## src/rtl/counter_pkg.sv

```systemverilog
// Shared types and constants for the counter prescaler slice.
// The optional one-shot mode is enabled by defining COUNTER_PRESCALER_ONESHOT_EN.
package counter_pkg;

  typedef enum logic [1:0] {
    IDLE = 2'd0,
    RUN  = 2'd1,
    HOLD = 2'd2
  } state_e;

  localparam int unsigned DEFAULT_DIV_C = 4;

endpackage : counter_pkg

```

## src/rtl/counter_prescaler_shadow.sv

```systemverilog
// Divisor shadow register: holds the active divisor and one staged update.
// A staged value becomes active only on the commit strobe from the FSM.
module counter_prescaler_shadow
  import counter_pkg::*;
#(
  parameter int unsigned WIDTH       = 8,
  parameter int unsigned DEFAULT_DIV = DEFAULT_DIV_C
) (
  input  logic             clk_i,
  input  logic             rst_ni,
  input  logic             active_i,
  input  logic             load_i,
  input  logic [WIDTH-1:0] div_d_i,
  input  logic             commit_i,
  output logic [WIDTH-1:0] div_cur_o,
  output logic             div_ready_o
);

  logic [WIDTH-1:0] divCur_q, divCur_d;
  logic [WIDTH-1:0] divNext_q, divNext_d;
  logic             pending_q, pending_d;

  // A transfer is only possible while nothing is staged, so commit and
  // transfer never compete for the same registers in one cycle.
  always_comb begin
    divCur_d  = divCur_q;
    divNext_d = divNext_q;
    pending_d = pending_q;
    if (commit_i && pending_q) begin
      divCur_d  = divNext_q;
      pending_d = 1'b0;
    end
    if (load_i && !pending_q) begin
      if (active_i) begin
        divNext_d = div_d_i;
        pending_d = 1'b1;
      end else begin
        divCur_d = div_d_i;
      end
    end
  end

  always_ff @(posedge clk_i or negedge rst_ni) begin
    if (!rst_ni) begin
      divCur_q  <= WIDTH'(DEFAULT_DIV);
      divNext_q <= WIDTH'(DEFAULT_DIV);
      pending_q <= 1'b0;
    end else begin
      divCur_q  <= divCur_d;
      divNext_q <= divNext_d;
      pending_q <= pending_d;
    end
  end

  assign div_cur_o   = divCur_q;
  assign div_ready_o = !pending_q;

endmodule : counter_prescaler_shadow

```

## src/rtl/counter_prescaler.sv

```systemverilog
// Programmable tick generator feeding the up-counter enable.
// Define COUNTER_PRESCALER_ONESHOT_EN to add the oneshot input and HOLD state.
module counter_prescaler
  import counter_pkg::*;
#(
  parameter int unsigned WIDTH       = 8,
  parameter int unsigned DEFAULT_DIV = DEFAULT_DIV_C
) (
  input  logic             clk_i,
  input  logic             rst_ni,
  input  logic             run_i,
  input  logic [WIDTH-1:0] div_d_i,
  input  logic             div_load_i,
`ifdef COUNTER_PRESCALER_ONESHOT_EN
  input  logic             oneshot_i,
`endif
  output logic             div_ready_o,
  output logic             tick_o,
  output logic [WIDTH-1:0] phase_o,
  output logic             busy_o
);

  state_e           state_q, state_d;
  logic [WIDTH-1:0] phase_q, phase_d;
  logic [WIDTH-1:0] divCur;
  logic [WIDTH-1:0] lastPhase;
  logic             commitStrobe;
  logic             tick;

`ifdef COUNTER_PRESCALER_ONESHOT_EN
  logic             oneshot_q, oneshot_d;
`endif

  counter_prescaler_shadow #(
    .WIDTH       (WIDTH),
    .DEFAULT_DIV (DEFAULT_DIV)
  ) u_shadow (
    .clk_i       (clk_i),
    .rst_ni      (rst_ni),
    .active_i    (state_q != IDLE),
    .load_i      (div_load_i),
    .div_d_i     (div_d_i),
    .commit_i    (commitStrobe),
    .div_cur_o   (divCur),
    .div_ready_o (div_ready_o)
  );

  // A zero divisor behaves like one, so the last phase is 0 in both cases.
  assign lastPhase = (divCur == '0) ? '0 : divCur - WIDTH'(1);
  assign tick      = (state_q == RUN) && (phase_q == lastPhase);

  always_comb begin
    state_d      = state_q;
    phase_d      = phase_q;
    commitStrobe = 1'b0;
`ifdef COUNTER_PRESCALER_ONESHOT_EN
    oneshot_d    = oneshot_q;
`endif
    case (state_q)
      IDLE: begin
        phase_d = '0;
        if (run_i) begin
          state_d = RUN;
`ifdef COUNTER_PRESCALER_ONESHOT_EN
          oneshot_d = oneshot_i;
`endif
        end
      end
      RUN: begin
        if (!run_i) begin
          state_d      = IDLE;
          phase_d      = '0;
          commitStrobe = 1'b1;
        end else if (tick) begin
          phase_d      = '0;
          commitStrobe = 1'b1;
`ifdef COUNTER_PRESCALER_ONESHOT_EN
          if (oneshot_q) state_d = HOLD;
`endif
        end else begin
          phase_d = phase_q + WIDTH'(1);
        end
      end
`ifdef COUNTER_PRESCALER_ONESHOT_EN
      HOLD: begin
        phase_d = '0;
        if (!run_i) begin
          state_d      = IDLE;
          commitStrobe = 1'b1;
        end
      end
`endif
      default: begin
        state_d = IDLE;
        phase_d = '0;
      end
    endcase
  end

  always_ff @(posedge clk_i or negedge rst_ni) begin
    if (!rst_ni) begin
      state_q <= IDLE;
      phase_q <= '0;
    end else begin
      state_q <= state_d;
      phase_q <= phase_d;
    end
  end

`ifdef COUNTER_PRESCALER_ONESHOT_EN
  always_ff @(posedge clk_i or negedge rst_ni) begin
    if (!rst_ni) begin
      oneshot_q <= 1'b0;
    end else begin
      oneshot_q <= oneshot_d;
    end
  end
`endif

  assign tick_o  = tick;
  assign phase_o = phase_q;
  assign busy_o  = (state_q != IDLE);

endmodule : counter_prescaler

```

## config.mk

```make
export PLATFORM = sky130hd
export DESIGN_NAME = counter_prescaler
export DESIGN_NICKNAME = d
export VERILOG_FILES = /design/src/rtl/counter_pkg.sv /design/src/rtl/counter_prescaler_shadow.sv /design/src/rtl/counter_prescaler.sv
export SDC_FILE = /design/constraint.sdc
export NUM_CORES = 1
export LEC_CHECK = 0
export BUFFER_PORTS_ARGS = -buffer_cell sky130_fd_sc_hd__clkbuf_2
export CAP_MARGIN = 20
export CORE_AREA = 2 2 72 60
export DETAILED_ROUTE_END_ITERATION = 8
export DIE_AREA = 0 0 74 62
export PLACE_DENSITY = 0.7
export SLEW_MARGIN = 15
export SYNTH_ARGS = -nofsm -noshare
export SYNTH_HDL_FRONTEND = slang
export SYNTH_SLANG_ARGS = --single-unit
```

## constraint.sdc

```tcl
create_clock -name clk_i -period 3 [get_ports clk_i]
set_input_delay 0.15 -clock clk_i [delete_from_list [all_inputs] [get_ports clk_i]]
set_output_delay 0.15 -clock clk_i [all_outputs]
set_load 0.02 [all_outputs]
```

Word level (Yosys, flattened, before mapping) --
Cells that the tools add are included.
Storage, ports and cells: register bits 27, input port bits 12
Cells by class: $add $sub $neg 2, eq/ne operators 4, multiplexer cells 16, reduce and logical (&&, ||, !) cells 9
Operator list (number):
- $mux 8 | 7
- $add 8x1->8 const B | 1
- $eq 8x8->1 | 1
- $logic_not 8->1 | 1
- $sub 8x1->8 const B | 1
- $mux 1 | 6
- $mux 2 | 2
- $ne 2x2->1 const B | 2
- $pmux 2 s2 | 1
- $reduce_and 2->1 | 2
- $logic_and 1x1->1 | 3
- $eq 2x1->1 const B | 1
- $logic_not 2->1 | 1
- $reduce_bool 2->1 | 1
- $logic_not 1->1 | 1

Depth between registers and ports, before layout --
Gate-level depths: netlist of the first run.
depth in word-level cells 11, mapped depth 10, depth with buffers taken out 8

Cells and area by module --
A second synthesis of the first run with hierarchy kept.
Unflattened totals: cell total of the unflattened synthesis 188, area, all modules 1833.0 um^2
Modules (own cells, without submodules):
- counter_prescaler | times used 1, cells each 119, area each 978.4 um^2, seq. area each 225.2 um^2
- counter_prescaler_shadow | times used 1, cells each 69, area each 854.6 um^2, seq. area each 427.9 um^2

Worst setup path after synthesis of the first run --
OpenSTA, ideal clock, no wires.
kind reg2reg, start reg u_shadow.divCur_q[0] (netlist: u_shadow.div_cur_o[0]), end reg u_shadow.pending_q, library setup time 0.139 ns, arrival 2.543 ns, slack 0.318 ns, stages on the path, launching flop included 11, path through dfrtp_1 > inv_1 > ha_1 > or3b_1 > clkbuf_1 > o211a_1 > a211oi_1 > o2111ai_4 > nor3_4 > buf_6 > o21ai_1
On the way: word-level cells in the longest chain between the ends 11, elaborated cells between the ends (all ways) 12, those cells by class add/sub: 1; eq/ne: 1; mux: 7; reduce/logical: 3
Ends and longest elaborated chain:
- start, declared | line counter_prescaler_shadow.sv:19 | logic [WIDTH-1:0] divCur_q, divCur_d;
- start signal, assigned | line counter_prescaler_shadow.sv:45 | divCur_q <= WIDTH'(DEFAULT_DIV);
- start signal, assigned | line counter_prescaler_shadow.sv:49 | divCur_q <= divCur_d;
- $sub 8x1->8 or $logic_not 8->1 (tied branches) | line counter_prescaler.sv:49 | assign lastPhase = (divCur == '0) ? '0 : divCur - WIDTH'(1);
- $mux 8 * | line counter_prescaler.sv:49
- $eq 8x8->1 * | line counter_prescaler.sv:50 | assign tick = (state_q == RUN) && (phase_q == lastPhase);
- $logic_and 1x1->1 * | line counter_prescaler.sv:50
- named net tick_o | line counter_prescaler.sv:18 | output logic tick_o,
- $mux 1 * | line counter_prescaler.sv:74 | end else if (tick) begin
- $mux 1 * | line counter_prescaler.sv:70 | if (!run_i) begin
- $mux 1 * | line counter_prescaler.sv:59 | case (state_q)
- $logic_and 1x1->1 * | line counter_prescaler_shadow.sv:29 | if (commit_i && pending_q) begin
- $mux 1 * | line counter_prescaler_shadow.sv:29
- $mux 1 | line counter_prescaler_shadow.sv:34 | if (active_i) begin
- $mux 1 * | line counter_prescaler_shadow.sv:33 | if (load_i && !pending_q) begin
- named net u_shadow.pending_d | line counter_prescaler_shadow.sv:21 | logic pending_q, pending_d;
- end signal, assigned | line counter_prescaler_shadow.sv:51 | pending_q <= pending_d;
- end, declared | line counter_prescaler_shadow.sv:21
Mark *: on every way through the listed nets, which the timed path passes. The rest lies on a longest branch. A chain may end at the register's enable or synchronous reset.

Worst setup path after layout of the first run --
start reg u_shadow.divCur_q[0] (netlist: u_shadow.div_cur_o[0]), end out tick_o
On the way: word-level cells in the longest chain between the ends 4, elaborated cells between the ends (all ways) 5, those cells by class add/sub: 1; eq/ne: 1; mux: 1; reduce/logical: 2
Ends and longest elaborated chain (line):
- $sub 8x1->8 or $logic_not 8->1 (tied branches) | counter_prescaler.sv:49
- $mux 8 * | counter_prescaler.sv:49
- $eq 8x8->1 * | counter_prescaler.sv:50
- $logic_and 1x1->1 * | counter_prescaler.sv:50
- end, declared | counter_prescaler.sv:18
Mark *: on every way between the ends. The rest lies on a longest branch, timed or not.

==> results of run 1 <==
## power breakdown
group	internal (mW)	leakage, nW	switching (mW)	total [mW]
logic	0.377	0.464	0.438	0.815
clock network	0.179	0.0357	0.118	0.297
registers	0.455	0.325	0.130	0.585
## synth_stat cells (3+ instances only)
library cell  count  area [um2]
nand3_1          10        50.1
inv_1             9        33.8
clkbuf_1          6        22.5
xnor2_1           3        26.3
o211ai_1          7        52.6
a222oi_1          8        80.1
nand2_1          11        41.3
and3_1            4        25.0
nor3b_1           3        22.5
a21oi_1           4        20.0
or4_1            10        75.1
xor2_1            5        43.8
o311ai_1          5        43.8
o21ai_0           3        15.0
nor3_1           11        55.1
dfrtp_1          24         601
nor2_1            3        11.3
mux2_2            8        90.1
## how the worst max path moves through the flow
stage / to / from / slack, ns / cells after the start
5_1_grt: tick_o / u_shadow.div_cur_o[0] / -0.02 / 8
3_3_place_gp: u_shadow.div_cur_o[1] / u_shadow.div_cur_o[1] / 0.20 / 8
3_5_place_dp: u_shadow.div_cur_o[6] / u_shadow.div_cur_o[1] / 0.17 / 8
2_1_floorplan: u_shadow.pending_q / u_shadow.div_cur_o[0] / 0.32 / 10
6_report: tick_o / u_shadow.div_cur_o[0] / 0.11 / 8
4_1_cts: tick_o / u_shadow.div_cur_o[1] / 0.01 / 9
## worst max-delay path, stage by stage, from the launching register on
cell and delay (ns):
dfrtp_1 0.39, buf_4 0.16, or4_4 0.58, or4_1 0.53, nand3_2 0.12, o311ai_4 0.13
nor3_4 0.22, buf_6 0.16, clkbuf_2 0.17
## layout make-up
cell class	instances	area, um2
timing repair buffer	33	201
sequential	26	653
inverter	9	33.8
multi-input combinational	124	978
clock inverter	1	30.0
clock buffer	3	41.3
fill	364	1960
tap	57	71.3
## routing by layer
layer  up-vias  share of wire (%)  GRT usage, %
met4         0               0.72          5.19
met3         2                2.9          2.26
met5         -                  0             0
met1       747                 48          27.5
li1        721                  -             -
met2        38                 48          30.1
## kinds of logic after synthesis
family | share of synthesized area, %
simple gates | 22.6
compound gates | 21.2
flops | 38.9
buf+inv | 4.91
xor+xnor | 5.51
mux | 5.36
fa+ha+maj | 1.49
## metrics by stage
step,setup WS [ns],instances
2_1_floorplan,0.318,168
3_5_place_dp,0.167,244
4_1_cts,0.00996,250
3_3_place_gp,0.204,244
6_report,0.109,253
5_1_grt,-0.0211,253
## sequential cells by signal, indices dropped and copies added, names as in the netlist
register	cells
state_q	1
u_shadow.divNext_q	8
u_shadow.pending_q	1
phase_o	8
u_shadow.div_cur_o	8
## what timing repair did
item | 4_1_cts | 5_1_grt
endpoints found under the setup margin | 1 | 2
hold buffers | 1 | 1
setup buffers | 1 | 2
gates resized for setup | 2 | 5
pin swaps | 1 | 1
hold endpoints to repair | 24 | 1
==> reports/metrics.yaml, run 1 <==
placement:
  placed_area_mm2: 0.00186
  hpwl_um: 2880
  routabilityCongestion: 0.796
  port_buffers: 22
pwr:
  p_leak_nw: 0.825
  finalPower_mw: 1.70
  peakVddDrop_uv: 308
  power_density_mw_per_mm2: 845
synthesis:
  ys_warn_count: 0
  ys_ff_latch: 26
  netlist_area_mm2: 0.00168
  synth_fp_nets: 182
  netlist_instances: 168
  ys_seq_area_share_pct: 38.9
  synth_edf_count: 0
  synth_area_per_cell_um2: 10.0
  ys.flop_type: "dfrtp_1"
  synth.distinct_cells: 46
  async_reset_ff_share_pct: 100
layout:
  final_core_util_pct: 50.6
  final_cell_area_mm2: 0.00201
  syn_to_final_growth_pct: 19.6
  layout_common_cells: "dfrtp_1, clkbuf_2, nand2_1, nor3_1, or4_1"
  final_common_cell: "dfrtp_1"
  antenna_cells: 0
  nets: 211
  drive_gt1_share_pct: 28.6
critical_path:
  critPathRequiredTime_ns: 2.85
  regToRegSetupSlack_ns: 0.19
  crit_path_end_kind: "output pin"
  ff2ff_path_depth: 8
  start_kind: "flip-flop"
  crit_arrival_ns: 2.74
  critPathMaxFanout: 10
  crit_type: "reg2out"
  r2r-start: "u_shadow.div_cur_o[0]"
  r2r-end: "u_shadow.div_cur_o[6]"
cts:
  clk_path_buf_depth: 2
  clk_pin_slew_worst_paths_ns: 0.10
  cts_root_buf: "clkbuf_8"
  h-tree-depth: 1
  cts_sinks: 26
  cts_tree: "built"
  clk_latency_ns: 0.28
  cts_buffers: 3
outcome:
  status: "completed"
sta:
  tightestPinTransition_ns: 0.712
  fmax_mhz: 346
  hold_violations: 0
  report.final.setup_viol: 0
  hold_ws_ns: 0.114
  skew_ns: 0.00692
  relSlewSlack_pct: 52.6
  period_minus_slack_ns: 2.89
  layout_worst_path_cycle_share_pct: 96.4
  finalSetupTns_ns: 0
  maxSlewViolCount: 0
grt:
  antenna_found_initial: 0
  grt_pass1_vias: 1343
  grt_use_total_pct: 18.9
  grt_max_degree: 27
  grt-ovfl-total: 0
  grt_pass1_wl_um: 6690
floorplan:
  die_y_um: 62
  pin_count: 23
  die_width_um: 74
  rows: 21
  start_util_pct: 42.4
  core_mm2: 0.00397
  die_area_mm2: 0.00459
route:
  wl_um: 4010
  viasPerCell: 5.96
  via_count: 1508
  drc: 0
  firstDrtPassIters: 6
  drt_iter0_markers: 209
  wl_per_cell_um: 15.8
  ant_nets: 0
worst_hold_path:
  hp-class: "in2reg"
  hp-start: "div_d_i[5]"
  hold_end: "u_shadow.divNext_q[5]"
  hold_depth: 2
flow_run:
  maxCapViolations: 0
Power figures use the tool's default switching activity.
==> run 2: changes to the inputs <==
--- a/config.mk
+++ b/config.mk
@@ -5,12 +5,13 @@
 export SDC_FILE = /design/constraint.sdc
 export NUM_CORES = 1
 export LEC_CHECK = 0
-export BUFFER_PORTS_ARGS = -buffer_cell sky130_fd_sc_hd__clkbuf_2
+export BUFFER_PORTS_ARGS = -buffer_cell sky130_fd_sc_hd__buf_2
 export CAP_MARGIN = 20
 export CORE_AREA = 2 2 72 60
 export DETAILED_ROUTE_END_ITERATION = 8
 export DIE_AREA = 0 0 74 62
 export PLACE_DENSITY = 0.7
+export SKIP_LAST_GASP = 1
 export SLEW_MARGIN = 15
 export SYNTH_ARGS = -nofsm -noshare
 export SYNTH_HDL_FRONTEND = slang
==> reports/metrics.yaml, run 2 (synthesis results as in run 1) <==
outcome:
  status: "completed"  # unchanged
sta:
  hold_ws_ns: 0.126  # was 0.114 ns
  fmax_mhz: 345  # was 346 MHz
  hold_violations: 0  # unchanged
  relSlewSlack_pct: 57.7  # was 52.6%
  grt_setup_unrepaired: "no"
  layout_worst_path_cycle_share_pct: 96.6  # was 96.4%
  period_minus_slack_ns: 2.90  # was 2.89 ns
  maxSlewViolCount: 0  # unchanged
  tightestPinTransition_ns: 0.634  # was 0.712 ns
  report.final.setup_viol: 0  # unchanged
  skew_ns: 0.00547  # was 0.00692 ns
  finalSetupTns_ns: 0  # unchanged
floorplan:
  rows: 21  # unchanged
  die_area_mm2: 0.00459  # unchanged
  die_width_um: 74  # unchanged
  start_util_pct: 42.4  # unchanged
  die_y_um: 62  # unchanged
  pin_count: 23  # unchanged
  core_mm2: 0.00397  # unchanged
pwr:
  p_leak_nw: 0.827  # was 0.825 nW
  seq_power_share_pct: 35.9  # was 34.5%
  p_int_mw: 0.944  # was 1.01 mW
  finalPower_mw: 1.62  # was 1.70 mW
  pwr-share-comb_pct: 50.1  # was 48.0%
  swShare_pct: 41.8  # was 40.4%
  clkPwrFrac_pct: 14.0  # was 17.5%
  peakVddDrop_uv: 365  # was 308 uV
  power_density_mw_per_mm2: 813  # was 845 mW/mm2
  p_switching_mw: 0.678  # was 0.686 mW
critical_path:
  critPathMaxFanout: 10  # unchanged
  crit_arrival_ns: 2.75  # was 2.74 ns
  crit_type: "reg2out"  # unchanged
  crit_path_end_kind: "output pin"  # unchanged
  critPathRequiredTime_ns: 2.85  # about the same
  start_kind: "flip-flop"  # unchanged
cts:
  cts_sinks: 26  # unchanged
  clk_path_buf_depth: 2  # unchanged
  clk_latency_ns: 0.27  # was 0.28 ns
  cts_tree: "built"  # unchanged
  cts_root_buf: "clkbuf_8"  # unchanged
  cts_buffers: 3  # unchanged
  clk_pin_slew_worst_paths_ns: 0.09  # was 0.10 ns
  h-tree-depth: 1  # unchanged
grt:
  grt_pass1_wl_um: 6460  # was 6690 um
  grt-ovfl-total: 0  # unchanged
  grt_use_total_pct: 18.6  # was 18.9%
  antenna_found_initial: 0  # unchanged
  grt_pass1_vias: 1324  # was 1343
  grt_max_degree: 27  # unchanged
layout:
  nets: 212  # was 211
  antenna_cells: 0  # unchanged
  final_core_util_pct: 50.3  # was 50.6%
  seq_area_um2: 653  # unchanged
  layout_common_cells: "dfrtp_1, buf_2, nand2_1, nor3_1, or4_1"  # was dfrtp_1, clkbuf_2, nand2_1, nor3_1, or4_1
  multi_input_area_um2: 972  # was 978 um2
  fillCellCount: 351  # was 364
  syn_to_final_growth_pct: 18.7  # was 19.6%
  final_cell_area_mm2: 0.00199  # was 0.00201 mm2
  drive_gt1_share_pct: 28.9  # was 28.6%
  final_common_cell: "dfrtp_1"  # unchanged
placement:
  routabilityCongestion: 0.839  # was 0.796
  port_buffers: 22  # unchanged
  placed_area_mm2: 0.00186  # unchanged
  hpwl_um: 2830  # was 2880 um
route:
  wl_per_cell_um: 15.8  # about the same
  firstDrtPassIters: 4  # was 6
  ant_nets: 0  # unchanged
  viasPerCell: 5.81  # was 5.96
  via_count: 1477  # was 1508
  wl_um: 4020  # was 4010 um
  drc: 0  # unchanged
  drt_iter0_markers: 142  # was 209
worst_hold_path:
  hp-class: "in2reg"  # unchanged
flow_run:
  maxCapViolations: 0  # unchanged
==> run 2: changes by cell type in the layout (fill, tap and decap cells not counted) <==
cell / delta
buf_2: +22
buf_4: +1
bufinv_16: -1
clkbuf_2: -22
clkbuf_8: +1
nor3b_2: +1
nor3b_4: -1
==> run 2: critical path, stage by stage (launching register included) <==
cell and delay, ns:
dfrtp_1 0.38, buf_4 0.16, or4_4 0.58, or4_1 0.54
nand3_2 0.12, o311ai_4 0.14, nor3_4 0.22, buf_6 0.17
buf_2 0.17
==> run 2: metal layers <==
metal	global-route usage, %	routed length, um
met5	0	0
met4	4.16	19
met3	3.39	223
met2	30.4	1930
met1	26.0	1840
==> run 2: final timing paths <==
path,slack [ns],cells past startpoint,start,to
setup / recovery,0.10,8,u_shadow.div_cur_o[0],tick_o
hold / removal,0.13,2,div_d_i[3],u_shadow.divNext_q[3]
setup reg to reg,0.17,8,u_shadow.div_cur_o[0],u_shadow.div_cur_o[1]
hold reg to reg,0.54,1,u_shadow.divNext_q[1],u_shadow.divNext_q[1]
max in group asynchronous,2.20,2,rst_ni,u_shadow.div_cur_o[0]
min in group asynchronous,0.41,2,rst_ni,u_shadow.div_cur_o[7]
==> run 2: power by group through the flow <==
stage | combinational [mW] | clock [mW] | sequential, mW
2_1_floorplan | 0.570 | 0 | 0.537
4_1_cts | 0.756 | 0.235 | 0.577
3_3_place_gp | 0.723 | 0 | 0.581
6_report | 0.813 | 0.227 | 0.582
3_5_place_dp | 0.726 | 0 | 0.582
5_1_grt | 0.888 | 0.253 | 0.597
==> run 2: metrics by stage <==
step / std cells / setup WS, ns
floorplan: 168 / 0.318
global placement: 244 / 0.212
detailed placement: 244 / 0.133
CTS: 251 / 0.00284
global route: 254 / 0.00841
finish: 254 / 0.103
==> run 2: layout make-up <==
cell class | count | area share, %
Inverter | 9 | 1.69
Clock buffer | 4 | 2.76
Sequential cell | 26 | 32.7
Tap cell | 57 | 3.58
Multi-Input combinational cell | 124 | 48.7
Timing Repair Buffer | 34 | 10.5
==> run 2: what timing repair did <==
| item | in CTS | in global routing |
|---|---|---|
| resized for setup | 2 | 4 |
| buffers inserted | 1 | 3 |
| hold buffers | 2 | 0 |
| hold endpoints to repair | 25 | 0 |
| endpoints found under the setup margin | 1 | 4 |
| pin swaps | 1 | 2 |
